`config.mk`:
```
export PLATFORM = sky130hd
export DESIGN_NAME = mult_arbiter_1_flat
export DESIGN_NICKNAME = d
export VERILOG_FILES = /design/src/rtl/mult_arbiter_1_if.sv /design/src/rtl/mult_arbiter_1.sv /design/src/flat_wrapper.sv
export SDC_FILE = /design/constraint.sdc
export NUM_CORES = 1
export LEC_CHECK = 0
export CAP_MARGIN = 5
export CORE_UTILIZATION = 36
export DETAILED_ROUTE_END_ITERATION = 8
export PLACE_DENSITY = 0.74
export SYNTH_ARGS = -nofsm -noshare
export SYNTH_HDL_FRONTEND = slang
export SYNTH_SLANG_ARGS = --single-unit
```
`constraint.sdc`:
```
create_clock -name clk -period 2.8 [get_ports clk]
set_clock_uncertainty 0.05 [all_clocks]
set_input_delay 0.84 -clock clk [delete_from_list [all_inputs] [get_ports clk]]
set_output_delay 0.84 -clock clk [all_outputs]
set_load 0.005 [all_outputs]
```
`src/rtl/mult_arbiter_1_if.sv`:
```
// Requester, response and multiplier signals of the shared-multiplier arbiter.
// master = requesters plus the multiplier model; slave = the arbiter itself.
interface mult_arbiter_1_if #(
    parameter int NREQ = 4,
    parameter int IDW  = $clog2(NREQ)
);
    logic [NREQ-1:0]   req_valid;
    logic [9*NREQ-1:0] req_a;
    logic [9*NREQ-1:0] req_b;
    logic [NREQ-1:0]   req_ready;
    logic [NREQ-1:0]   rsp_valid;
    logic [16:0]       rsp_prdct;
    logic              rsp_err;
    logic [8:0]        mul_a;
    logic [8:0]        mul_b;
    logic              mul_en;
    logic [16:0]       mul_prdct;
    logic              mul_rdy;
    logic              busy;
    logic [IDW-1:0]    grant_id;

    modport master (
        output req_valid, req_a, req_b, mul_prdct, mul_rdy,
        input  req_ready, rsp_valid, rsp_prdct, rsp_err,
               mul_a, mul_b, mul_en, busy, grant_id
    );

    modport slave (
        input  req_valid, req_a, req_b, mul_prdct, mul_rdy,
        output req_ready, rsp_valid, rsp_prdct, rsp_err,
               mul_a, mul_b, mul_en, busy, grant_id
    );
endinterface

```
`src/rtl/mult_arbiter_1.sv`:
```
// Round-robin arbiter sharing one sign-magnitude multiplier among NREQ requesters.
// Latency: accept T, ISSUE T+1, WAIT from T+2, response one cycle after mul_rdy or timeout.
// Backpressure: req_ready only in IDLE; a single operation outstanding, no queueing.
module mult_arbiter_1 #(
    parameter int NREQ    = 4,
    parameter int TIMEOUT = 64,
    parameter int IDW     = $clog2(NREQ)
) (
    input logic             clk,
    input logic             rst_n,
    mult_arbiter_1_if.slave bus
);

    typedef enum logic [1:0] {
        IDLE  = 2'd0,
        ISSUE = 2'd1,
        WAIT  = 2'd2,
        RESP  = 2'd3
    } state_t;

    state_t          state;
    state_t          state_nxt;

    logic [IDW-1:0]  rr_ptr;
    logic [IDW-1:0]  grant_id;
    logic [7:0]      wd_cnt;
    logic [8:0]      mul_a;
    logic [8:0]      mul_b;
    logic            mul_en;
    logic            busy;
    logic [NREQ-1:0] rsp_valid;
    logic [16:0]     rsp_prdct;
    logic            rsp_err;

    logic            pick_vld;
    logic [IDW-1:0]  pick_id;
    logic            timeout_hit;

    logic [8:0]      op_a [NREQ];
    logic [8:0]      op_b [NREQ];

    for (genvar g = 0; g < NREQ; g++) begin : g_unpack
        assign op_a[g] = bus.req_a[9*g +: 9];
        assign op_b[g] = bus.req_b[9*g +: 9];
    end

    // Scan starts at rr_ptr and wraps, so the last winner is visited last.
    always_comb begin
        logic [IDW-1:0] idx;
        idx      = '0;
        pick_vld = 1'b0;
        pick_id  = '0;
        for (int k = 0; k < NREQ; k++) begin
            idx = IDW'((int'(rr_ptr) + k) % NREQ);
            if (!pick_vld && bus.req_valid[idx]) begin
                pick_vld = 1'b1;
                pick_id  = idx;
            end
        end
    end

    assign timeout_hit = (wd_cnt == 8'(TIMEOUT - 1));

    always_comb begin
        state_nxt = state;
        case (state)
            IDLE:  if (pick_vld) state_nxt = ISSUE;
            ISSUE: state_nxt = WAIT;
            WAIT:  if (bus.mul_rdy || timeout_hit) state_nxt = RESP;
            RESP:  state_nxt = IDLE;
            default: state_nxt = IDLE;
        endcase
    end

    always_ff @(posedge clk or negedge rst_n) begin
        if (!rst_n) begin
            state <= IDLE;
        end else begin
            state <= state_nxt;
        end
    end

    always_ff @(posedge clk or negedge rst_n) begin
        if (!rst_n) begin
            rr_ptr    <= '0;
            grant_id  <= '0;
            wd_cnt    <= '0;
            mul_a     <= '0;
            mul_b     <= '0;
            mul_en    <= 1'b0;
            busy      <= 1'b0;
            rsp_valid <= '0;
            rsp_prdct <= '0;
            rsp_err   <= 1'b0;
        end else begin
            case (state)
                IDLE: begin
                    if (pick_vld) begin
                        mul_a    <= op_a[pick_id];
                        mul_b    <= op_b[pick_id];
                        grant_id <= pick_id;
                    end
                end
                ISSUE: begin
                    wd_cnt <= '0;
                end
                WAIT: begin
                    wd_cnt <= wd_cnt + 8'd1;
                    // A ready pulse in the timeout cycle still counts as a normal completion.
                    if (bus.mul_rdy) begin
                        rsp_prdct <= bus.mul_prdct;
                        rsp_err   <= 1'b0;
                    end else if (timeout_hit) begin
                        rsp_prdct <= '0;
                        rsp_err   <= 1'b1;
                    end
                end
                RESP: begin
                    rr_ptr <= (grant_id == IDW'(NREQ - 1)) ? '0 : grant_id + 1'b1;
                end
                default: ;
            endcase

            // Registered outputs follow the state being entered.
            busy      <= (state_nxt != IDLE);
            mul_en    <= (state_nxt == ISSUE) || (state_nxt == WAIT);
            rsp_valid <= (state_nxt == RESP) ? (NREQ'(1) << grant_id) : '0;
        end
    end

    assign bus.req_ready = (state == IDLE && pick_vld) ? (NREQ'(1) << pick_id) : '0;
    assign bus.rsp_valid = rsp_valid;
    assign bus.rsp_prdct = rsp_prdct;
    assign bus.rsp_err   = rsp_err;
    assign bus.mul_a     = mul_a;
    assign bus.mul_b     = mul_b;
    assign bus.mul_en    = mul_en;
    assign bus.busy      = busy;
    assign bus.grant_id  = grant_id;

endmodule

```
`src/flat_wrapper.sv`:
```
// flat-port wrapper written by rule: the top's interface ports become plain ports
module mult_arbiter_1_flat 
#(
    parameter int NREQ    = 4,
    parameter int TIMEOUT = 64,
    parameter int IDW     = $clog2(NREQ)
)
  (clk, rst_n, bus_req_valid, bus_req_a, bus_req_b, bus_mul_prdct, bus_mul_rdy, bus_req_ready, bus_rsp_valid, bus_rsp_prdct, bus_rsp_err, bus_mul_a, bus_mul_b, bus_mul_en, bus_busy, bus_grant_id);
  mult_arbiter_1_if #(.NREQ(NREQ), .IDW(IDW)) bus_i ();
  input logic clk;
  input logic rst_n;
  input wire logic [$bits(bus_i.req_valid)-1:0] bus_req_valid;
  input wire logic [$bits(bus_i.req_a)-1:0] bus_req_a;
  input wire logic [$bits(bus_i.req_b)-1:0] bus_req_b;
  input wire logic [$bits(bus_i.mul_prdct)-1:0] bus_mul_prdct;
  input wire logic [$bits(bus_i.mul_rdy)-1:0] bus_mul_rdy;
  output wire logic [$bits(bus_i.req_ready)-1:0] bus_req_ready;
  output wire logic [$bits(bus_i.rsp_valid)-1:0] bus_rsp_valid;
  output wire logic [$bits(bus_i.rsp_prdct)-1:0] bus_rsp_prdct;
  output wire logic [$bits(bus_i.rsp_err)-1:0] bus_rsp_err;
  output wire logic [$bits(bus_i.mul_a)-1:0] bus_mul_a;
  output wire logic [$bits(bus_i.mul_b)-1:0] bus_mul_b;
  output wire logic [$bits(bus_i.mul_en)-1:0] bus_mul_en;
  output wire logic [$bits(bus_i.busy)-1:0] bus_busy;
  output wire logic [$bits(bus_i.grant_id)-1:0] bus_grant_id;
  assign bus_i.req_valid = bus_req_valid;
  assign bus_i.req_a = bus_req_a;
  assign bus_i.req_b = bus_req_b;
  assign bus_i.mul_prdct = bus_mul_prdct;
  assign bus_i.mul_rdy = bus_mul_rdy;
  assign bus_req_ready = bus_i.req_ready;
  assign bus_rsp_valid = bus_i.rsp_valid;
  assign bus_rsp_prdct = bus_i.rsp_prdct;
  assign bus_rsp_err = bus_i.rsp_err;
  assign bus_mul_a = bus_i.mul_a;
  assign bus_mul_b = bus_i.mul_b;
  assign bus_mul_en = bus_i.mul_en;
  assign bus_busy = bus_i.busy;
  assign bus_grant_id = bus_i.grant_id;
  mult_arbiter_1 #(.NREQ(NREQ), .TIMEOUT(TIMEOUT), .IDW(IDW)) u_core (.clk(clk), .rst_n(rst_n), .bus(bus_i));
endmodule
```
==> flow_metrics.py <==
metrics = {
    "run_status": {
        "status": "completed",
    },
    "placed_design": {
        "place_area_um2": 4420,
        "place_congestion": 0.752,
        "portBuffers": 143,
        "dp_hpwl_um": 5830,
    },
    "critical_path": {
        "worstPathCellList": "buf_8 -> a21o_1 -> a21oi_2 -> o22ai_2 -> or2_4 -> nor2b_1 -> buf_2",
        "startpoint": "bus_req_valid[1]",
        "cp_data_arrival_time_ns": 1.85,
        "start_kind": "input port",
        "path_class": "input port to output pin",
        "critPathMaxFanout": 4,
        "r2r.worst_path.cells": 9,
        "required_ns": 1.91,
        "crit_path_end_kind": "output pin",
        "r2r-start": "u_core.state[0]",
        "critical_path.max_stage_delay_ns": 0.28,
        "cp_slowest_cell": "or2_4",
    },
    "synth": {
        "syn_inst": 247,
        "mappedNetlistArea_um2": 2820,
        "ys.warnings.count": 0,
        "synth_edf_count": 0,
        "yosys.cell_types.count": 36,
        "seq_area_frac_synth_pct": 49.6,
        "ys_ff_latch": 56,
        "async_flop_share_pct": 100,
        "yosys_most_used_dff": "dfrtp_1",
        "synthesis.nets": 355,
        "avgSynthCellArea_um2": 11.4,
    },
    "sta": {
        "slew_headroom_pct": 59.6,
        "slew_violations": 0,
        "fin_crit_ns": 2.74,
        "finalSetupViolations": 0,
        "max_freq_mhz": 364,
        "finalHoldViolations": 0,
        "rsz0062_at_grt": "true",
        "fin_crit_sh_pct": 98.0,
        "worst_pin_slew_ns": 0.606,
    },
    "floorplanning": {
        "start_util_pct": 38.1,
        "core_um2": 7410,
        "rows": 31,
        "fp.dieArea_um2": 8200,
        "die_y_um": 90.6,
        "ios": 144,
        "die_w_um": 90.6,
    },
    "finish": {
        "drive_above_1_share_pct": 12.6,
        "syn_to_final_growth_pct": 63.9,
        "final_util_pct": 62.5,
        "n_antenna_cell": 0,
        "final_area_um2": 4630,
        "nets": 512,
    },
    "run": {
        "cap_violations": 0,
    },
    "routing": {
        "drtAntennaViolNets": 0,
        "drt-total-wl_um": 7500,
        "drc_errors": 0,
        "vias_per_cell": 4.96,
        "drt_pass1_iterations": 4,
        "detail_route.wl_per_cell_um": 14.9,
        "drtIter0Drc": 53,
        "vias": 2500,
    },
    "power": {
        "p_comb_share_pct": 54.5,
        "leakagePower_nw": 2.14,
        "p_int_w": 0.00273,
        "sw_frac_of_total_pct": 34.2,
        "power_density_nw_per_um2": 896,
        "power_frac_seq_pct": 32.4,
        "vdd_drop_max_v": 0.000370,
        "clock_power_share_pct": 13.1,
        "switchingPower_w": 0.00142,
    },
    "global_route": {
        "antenna_found_initial": 0,
        "grt_overflow": 0,
        "grt_usage_pct": 18.8,
        "grt_pass1_wl_um": 12500,
        "grt_max_degree": 31,
        "grt_pass1_vias": 2580,
    },
    "clocking": {
        "cts_tree": "done",
        "cts.root.buffer_cell": "clkbuf_8",
        "clock_sinks": 56,
        "clk_pin_slew_ns": 0.09,
        "cts-htree-levels": 2,
        "clk_latency_ns": 0.30,
        "cts.path.max_buffers": 2,
        "numCtsBuffers": 5,
    },
    "hold_path": {
        "hp-class": "flop to flop",
        "whs_path_depth": 2,
        "holdCritStartpoint": "u_core.bus.mul_a[4]",
    },
}
[layer usage]
| layer | wire length [um] | part of all wire, % | track usage [%] |
|---|---|---|---|
| met5 | 0 | 0 | 0 |
| met4 | 39 | 0.52 | 3.23 |
| met3 | 413 | 5.5 | 3.87 |
| met2 | 3710 | 49 | 32.8 |
| met1 | 3340 | 44 | 24.3 |
[worst max-delay path, delay by kind of cell]
kind                   cells  cell delay, ns
AO/OA/AOI/OAI              3            0.39
AND/OR/NAND/NOR            2            0.39
buffers and inverters      2            0.23
[cell usage after synthesis (all sizes together), types with 2 or more instances]
master | n | area, um2
nor2 | 11 | 43.8
inv | 10 | 37.5
mux2 | 2 | 22.5
o22ai | 3 | 32.5
o2bb2ai | 2 | 17.5
o31ai | 2 | 15.0
and2 | 5 | 31.3
nor3 | 2 | 15.0
a21oi | 3 | 15.0
buf | 12 | 81.3
dfrtp | 56 | 1400
o21ai | 3 | 15.0
mux2i | 38 | 380
clkbuf | 2 | 7.51
nand2b | 3 | 18.8
nor2b | 4 | 25.0
nand2 | 26 | 97.6
nand3 | 6 | 30.0
ha | 12 | 150
o221ai | 18 | 158
a22o | 17 | 149
[path summary, 6_finish.rpt]
path	to	slack, ns
max	bus_req_ready[2]	0.06
min in group asynchronous	u_core.wd_cnt[3]	0.48
max in group asynchronous	u_core.bus.mul_b[0]	1.64
min reg2reg	u_core.bus.mul_a[4]	0.45
max reg2reg	u_core.bus.rsp_valid[0]	0.59
min	u_core.bus.mul_a[4]	0.45
[power groups by stage]
stage | logic, W | clock network [W] | registers (W)
finish | 0.00226 | 0.000545 | 0.00134
global route | 0.00247 | 0.000600 | 0.00138
global placement | 0.00215 | 0 | 0.00134
floorplan | 0.00112 | 0 | 0.00136
CTS | 0.00228 | 0.000566 | 0.00135
detailed placement | 0.00219 | 0 | 0.00135
[per-stage QoR]
step / total power [W] / worst slack, ns / setup TNS (ns) / cells / hold slack [ns]
detailed placement: 0.00355 / -0.797 / -6.56 / 491 / 0.429
global route: 0.00445 / -0.00760 / -0.00760 / 504 / 0.472
global placement: 0.00349 / -0.771 / -6.04 / 491 / 0.420
CTS: 0.00419 / 0.00303 / 0 / 503 / 0.454
floorplan: 0.00247 / 0.179 / 0 / 247 / 0.428
finish: 0.00415 / 0.0560 / 0 / 504 / 0.448
[repair_timing]
action / in CTS / in global routing
endpoints found under the setup margin: 4 / 3
setup buffers: 4 / 1
gates resized for setup: 43 / 6
pin swaps: 7 / 4
hold buffers: 0 / 0
[registers in the layout, indices dropped and copies added (netlist names)]
signal,count
u_core.bus.rsp_prdct,17
u_core.bus.mul_a,9
u_core.bus.mul_b,9
u_core.wd_cnt,8
u_core.bus.rsp_valid,4
u_core.bus.grant_id,2
u_core.rr_ptr,2
u_core.state,2
u_core.bus.busy,1
u_core.bus.mul_en,1
u_core.bus.rsp_err,1
[area by class of cell]
class                           count  area [um2]
Clock inverter                      2        38.8
Multi-Input combinational cell    167        1360
Inverter                           10        37.5
Tap cell                           99         124
Clock buffer                        6        82.6
Fill cell                         639        2780
Sequential cell                    56        1400
Timing Repair Buffer              164        1580
[logic make-up after synthesis]
kind of cell | share of synthesized area (%)
and+or+nand+nor | 10.5
DFF | 49.6
AOI/OAI and AO/OA | 15.2
muxes | 14.3
buffers and inverters | 4.48
adders and majority gates | 5.32
xor gates and xnor gates | 0.620
[placed cells by master (no fill, tap or decap), drive strengths merged, types with 3 or more instances in the layout]
cell and count:
a22o 17, ha 12, clkdlybuf4s50 134, dfrtp 56
o21ai 3, and2 5, inv 10, nand2 26
o221ai 18, nor2 11, buf 29, o22ai 3
a21oi 3, nor2b 4, mux2i 38, clkbuf 6
nand3 6, nand2b 3
No activity file was read; power rests on OpenSTA's default activity.
